===== config.mk =====
export PLATFORM = sky130hd
export DESIGN_NAME = ro_measure_ctrl
export DESIGN_NICKNAME = d
export VERILOG_FILES = /design/src/rtl/ro_pkg.sv /design/src/rtl/ro_sync2.sv /design/src/rtl/ro_measure_ctrl.sv
export SDC_FILE = /design/constraint.sdc
export NUM_CORES = 1
export LEC_CHECK = 0
export ABC_CLOCK_PERIOD_IN_PS = 2500
export CORE_MARGIN = 10
export CORE_UTILIZATION = 52
export DETAILED_ROUTE_END_ITERATION = 12
export PLACE_DENSITY_LB_ADDON = 0.15
export SKIP_CTS_REPAIR_TIMING = 1
export SYNTH_ARGS = -nofsm -noshare
export SYNTH_HDL_FRONTEND = slang
export SYNTH_SLANG_ARGS = --single-unit

===== constraint.sdc =====
create_clock -name clk -period 2.5 [get_ports clk]
set_input_delay 0.5 -clock clk [delete_from_list [all_inputs] [get_ports clk]]
set_output_delay 0.5 -clock clk [all_outputs]
set_load 0.02 [all_outputs]

===== src/rtl/ro_pkg.sv =====
// Shared state encoding and default sizing for the ring-oscillator measurement block.
package ro_pkg;

   typedef enum logic [1:0] {
      ST_IDLE    = 2'd0,
      ST_SETTLE  = 2'd1,
      ST_MEASURE = 2'd2,
      ST_DONE    = 2'd3
   } ro_state_e;

   localparam int CNT_W_DEF      = 16;
   localparam int GATE_W_DEF     = 16;
   localparam int SETTLE_CYC_DEF = 8;

endpackage


===== src/rtl/ro_sync2.sv =====
// Two-flop synchronizer bringing the free-running ring-oscillator output into clk.
module ro_sync2 (
   input  logic clk,
   input  logic rst,
   input  logic d_i,
   output logic q_o
);

   logic ff1_q;
   logic ff2_q;

   always_ff @(posedge clk or posedge rst) begin
      if (rst) begin
         ff1_q <= 1'b0;
         ff2_q <= 1'b0;
      end else begin
         ff1_q <= d_i;
         ff2_q <= ff1_q;
      end
   end

   assign q_o = ff2_q;

endmodule


===== src/rtl/ro_measure_ctrl.sv =====
// Gated edge counter for a ring oscillator: enable, settle, count over a window, report.
//   state      | meaning
//   ST_IDLE    | waiting for start, oscillator off
//   ST_SETTLE  | oscillator on, SETTLE_CYC cycles before counting
//   ST_MEASURE | counting synchronized rising edges for gate_cycles cycles
//   ST_DONE    | result registered, done pulse
module ro_measure_ctrl
   import ro_pkg::*;
#(
   parameter int CNT_W      = CNT_W_DEF,
   parameter int GATE_W     = GATE_W_DEF,
   parameter int SETTLE_CYC = SETTLE_CYC_DEF
) (
   input  logic              clk,
   input  logic              rst,
   input  logic              start,
   input  logic              abort,
   input  logic [GATE_W-1:0] gate_cycles,
   input  logic              ro_in,
   output logic              ro_en,
   output logic              busy,
   output logic              done,
   output logic [CNT_W-1:0]  count,
   output logic              overflow
);

   localparam int SET_W = $clog2(SETTLE_CYC + 1);
   localparam int TMR_W = (GATE_W > SET_W) ? GATE_W : SET_W;

   ro_state_e         state_q, state_d;
   logic [TMR_W-1:0]  tmr_q, tmr_d;
   logic [GATE_W-1:0] gate_q, gate_d;
   logic [CNT_W-1:0]  cnt_q, cnt_d;
   logic              ovf_q, ovf_d;
   logic [CNT_W-1:0]  count_q;
   logic              res_ovf_q;
   logic              ro_sync;
   logic              ro_prev_q;
   logic              ro_rise;

   ro_sync2 u_sync (
      .clk (clk),
      .rst (rst),
      .d_i (ro_in),
      .q_o (ro_sync)
   );

   assign ro_rise = ro_sync & ~ro_prev_q;

   always_ff @(posedge clk or posedge rst) begin
      if (rst) begin
         state_q   <= ST_IDLE;
         tmr_q     <= '0;
         gate_q    <= '0;
         cnt_q     <= '0;
         ovf_q     <= 1'b0;
         count_q   <= '0;
         res_ovf_q <= 1'b0;
         ro_prev_q <= 1'b0;
      end else begin
         state_q   <= state_d;
         tmr_q     <= tmr_d;
         gate_q    <= gate_d;
         cnt_q     <= cnt_d;
         ovf_q     <= ovf_d;
         ro_prev_q <= ro_sync;
         // result becomes visible in the same cycle done is high
         if (state_d == ST_DONE) begin
            count_q   <= cnt_d;
            res_ovf_q <= ovf_d;
         end
      end
   end

   always_comb begin
      state_d = state_q;
      tmr_d   = tmr_q;
      gate_d  = gate_q;
      cnt_d   = cnt_q;
      ovf_d   = ovf_q;
      unique case (state_q)
         ST_IDLE: begin
            if (start && !abort) begin
               gate_d = gate_cycles;
               cnt_d  = '0;
               ovf_d  = 1'b0;
               if (gate_cycles == '0) begin
                  state_d = ST_DONE;
               end else begin
                  state_d = ST_SETTLE;
                  tmr_d   = TMR_W'(SETTLE_CYC - 1);
               end
            end
         end
         ST_SETTLE: begin
            if (abort) begin
               state_d = ST_IDLE;
            end else if (tmr_q == '0) begin
               state_d = ST_MEASURE;
               tmr_d   = TMR_W'(gate_q) - TMR_W'(1);
            end else begin
               tmr_d = tmr_q - TMR_W'(1);
            end
         end
         ST_MEASURE: begin
            if (abort) begin
               state_d = ST_IDLE;
            end else begin
               if (ro_rise) begin
                  if (cnt_q == {CNT_W{1'b1}}) ovf_d = 1'b1;
                  else                        cnt_d = cnt_q + CNT_W'(1);
               end
               if (tmr_q == '0) state_d = ST_DONE;
               else             tmr_d   = tmr_q - TMR_W'(1);
            end
         end
         ST_DONE: state_d = ST_IDLE;
         default: state_d = ST_IDLE;
      endcase
   end

   assign ro_en    = (state_q == ST_SETTLE) || (state_q == ST_MEASURE);
   assign busy     = (state_q != ST_IDLE);
   assign done     = (state_q == ST_DONE);
   assign count    = count_q;
   assign overflow = res_ovf_q;

endmodule


==> results.json <==
{
  "setup_viol_count_final": 17,
  "path_class": "reg2reg",
  "stdcell_count": 582,
  "place.port_buffers": 40,
  "rows": 31,
  "maxCapViolCount": 0,
  "first_global_vias": 3198,
  "path_clk_slew_ps": 80,
  "synth.ff_latch_count": 71,
  "detailedRoute.firstIterationViolations": 210,
  "clock_buffers_created_by_tritoncts": 9,
  "final_antenna_net_count": 0,
  "synthesis.yosys.warnings": 0,
  "timing.max_slew.rel_slack": 0.522,
  "power.share.combinational": 0.396,
  "number_of_antenna_violations_at_the_first_check_in_global_routing": 0,
  "postSynthAreaPerCell_um2": 10.3,
  "synth_nets": 418,
  "dpl.hpwl_um": 7190,
  "synth_xor_area_frac": 0.0527,
  "holdCritPathClass": "reg2reg",
  "timing.hold.worst_endpoint": "u_sync.q_o",
  "finalWirelength_um": 9890,
  "worstPathMaxFanout": 5,
  "syn_inst": 388,
  "synth_enable_flop_cells": 0,
  "numClockSinks": 71,
  "synthToLayoutAreaGrowth_pct": 29.1,
  "synth_mux_area_frac": 0.108,
  "dpl.cell_count": 561,
  "worstRegToRegCells": 9,
  "clock_insertion_delay_worst_skew_ps": 350,
  "synth_flop_cell": "dfrtp_1",
  "grt_max_degree": 32,
  "pwr-share-clk": 0.230,
  "gp_congestion": 0.904,
  "grt_pass1_wl_um": 15900,
  "internal_power_mw": 2.64,
  "layout.cells.most_common": "dfrtp_1",
  "cp_launch_point": "tmr_q[1]",
  "worstSetupStartpointType": "flip-flop",
  "yosysTopAreaCellShare": 0.446,
  "die_area_um2": 11600,
  "detailroute.via_count": 3354,
  "dpl_worst_slack_ps": -457,
  "n_antenna_cell": 0,
  "globalRouteTotalUtil": 0.170,
  "total_core_area_um2": 7370,
  "synth_seq_area_share": 0.446,
  "p_leak_nw": 2.20,
  "unrepaired_setup_endpoints_after_global_routing": "true",
  "synthDistinctLibCells": 56,
  "viasPerCell": 5.76,
  "tightest_slew_ps": 712,
  "drc": 0,
  "synthTopCellsByArea": "dfrtp_1, mux2_2, mux2_4",
  "syn-cell-area_um2": 3990,
  "power.share.switching": 0.366,
  "status": "finished with violations",
  "layout-drive-gt1-share": 0.246,
  "worst-r2r-setup-slack_ps": -110,
  "dr.pass1.iters": 4,
  "synth_top_family_by_area": "simple AND/OR/NAND/NOR gates",
  "adder_and_majority_cell_fraction_of_the_synthesized_area": 0.0282,
  "worstReg2RegStart": "tmr_q[1]",
  "timing.critical_path.arrival_ps": 2850,
  "clock_tree.htree_level_count": 3,
  "floorplan.die.width_um": 108,
  "timing.final.ws_setup_ps": -107,
  "final_core_util": 0.698,
  "min_delay_path_depth": 0,
  "complex_gate_fraction_of_the_synthesized_area": 0.150,
  "critical_path.reg2reg.endpoint": "count[9]",
  "clock_tree.root_cell": "clkbuf_8",
  "avgRoutedWirePerCell_um": 17.0,
  "power.switching_mw": 1.52,
  "final_cell_mix": "dfrtp_1, buf_4, clkdlybuf4s50_1",
  "maximum_clock_frequency_mhz": 384,
  "report.final.slew_viol_count": 0,
  "pin_count": 41,
  "grt_remaining_overflow": 0,
  "end_kind": "flip-flop",
  "ir_worst_vdd_mv": 0.580,
  "cts-root-to-sink-buffers": 2,
  "synth_top_cell_by_area": "dfrtp_1",
  "violations_in_the_final_reports": "negative setup slack",
  "die_y_extent_um": 108,
  "report.final.hold_viol_count": 0,
  "cp_data_required_time_ps": 2740,
  "cts_tree": "done",
  "ys_async_sr_fraction": 1.00,
  "initial_utilization": 0.541,
  "hold_path.startpoint": "u_sync.ff1_q",
  "post-layout-total-power_mw": 4.16,
  "worst_clock_skew_ps": 11.7,
  "seq_power_share": 0.374,
  "p_per_area_nw_per_um2": 809,
  "post_synth_and_or_nand_nor_area_fraction": 0.179,
  "fin_crit_ps": 2610,
  "finalNetCount": 508,
  "period_share": 1.04
}
-- metrics by stage --
| step | hold slack, ps | instance area [um2] | setup TNS, ps |
|---|---|---|---|
| after floorplan | 331 | 3990 | 0 |
| after global placement | 334 | 4820 | -7730 |
| after detailed placement | 337 | 4820 | -8230 |
| after CTS | 354 | 5020 | -1690 |
| after global routing | 371 | 5150 | -3240 |
| final | 351 | 5150 | -1440 |
-- how the worst max path moves through the flow --
stage / slack, ps / to / depth (start not counted)
6_report: -110 / count[9] / 9
5_1_grt: -200 / count[15] / 9
4_1_cts: -110 / count[3] / 9
3_5_place_dp: -460 / count[0] / 8
3_3_place_gp: -430 / count[0] / 8
2_1_floorplan: 20 / count[0] / 10
-- per-layer routing --
layer / up-vias / routed length (um) / global-route usage
li1: 1618 / - / -
met1: 1617 / 4920 / 0.244
met2: 108 / 4230 / 0.242
met3: 11 / 615 / 0.0473
met4: 0 / 112 / 0.0525
met5: - / 0 / 0
-- cell type report --
cell class                      instances  area [um2]
Timing Repair Buffer                   96         867
Inverter                               12        45.0
Fill cell                             558        2220
Clock inverter                          5        56.3
Clock buffer                           11         151
Multi-Input combinational cell        288        2130
Sequential cell                        71        1780
Tap cell                               99         124
-- power groups by stage --
| stage | Sequential (mW) | Clock, mW | Combinational (mW) |
|---|---|---|---|
| 3_3_place_gp | 1.56 | 0 | 1.53 |
| 3_5_place_dp | 1.57 | 0 | 1.56 |
| 5_1_grt | 1.58 | 1.02 | 1.79 |
| 2_1_floorplan | 1.51 | 0 | 0.992 |
| 6_report | 1.56 | 0.958 | 1.65 |
| 4_1_cts | 1.55 | 0.972 | 1.57 |
-- logic make-up (layout without fill, tap and decap cells) --
family | after synthesis | in the layout
AND/OR/NAND/NOR | 131 | 131
XOR/XNOR | 24 | 24
AO/OA/AOI/OAI | 89 | 89
flip-flops | 71 | 71
multiplexers | 35 | 35
adder cells (fa/ha/maj) | 9 | 9
buffers and inverters | 29 | 124
-- worst max-delay path, cell delays in order, from the launching register on --
cell,delay [ps]
dfrtp_1,390
inv_2,80
ha_4,130
or4b_4,470
nor4_4,390
nor2_1,100
o22ai_2,220
o211a_4,250
clkbuf_16,170
mux2_4,300
-- state kept, by name, summed over array words and instances (netlist names) --
register      count
cnt_q            16
count            16
gate_q           16
overflow          1
ovf_q             1
ro_prev_q         1
state_q           2
tmr_q            16
u_sync.ff1_q      1
u_sync.q_o        1
-- cells in the mapped netlist (5+ instances only) --
library cell and number:
o22ai_1 5, nor2_1 30, nand2_1 25, nor4_1 10
nand2b_1 5, o21bai_1 5, nand3_1 10, clkbuf_1 9
nand4_1 5, or4_1 7, inv_1 12, a22o_1 11
xor2_1 9, nor3_1 14, a21oi_1 18, xnor2_1 15
mux2_2 23, or3_1 6, dfrtp_1 71, ha_1 9
mux2_4 10, o21ai_0 22
Note: power is estimated with default switching activity, not from simulation.
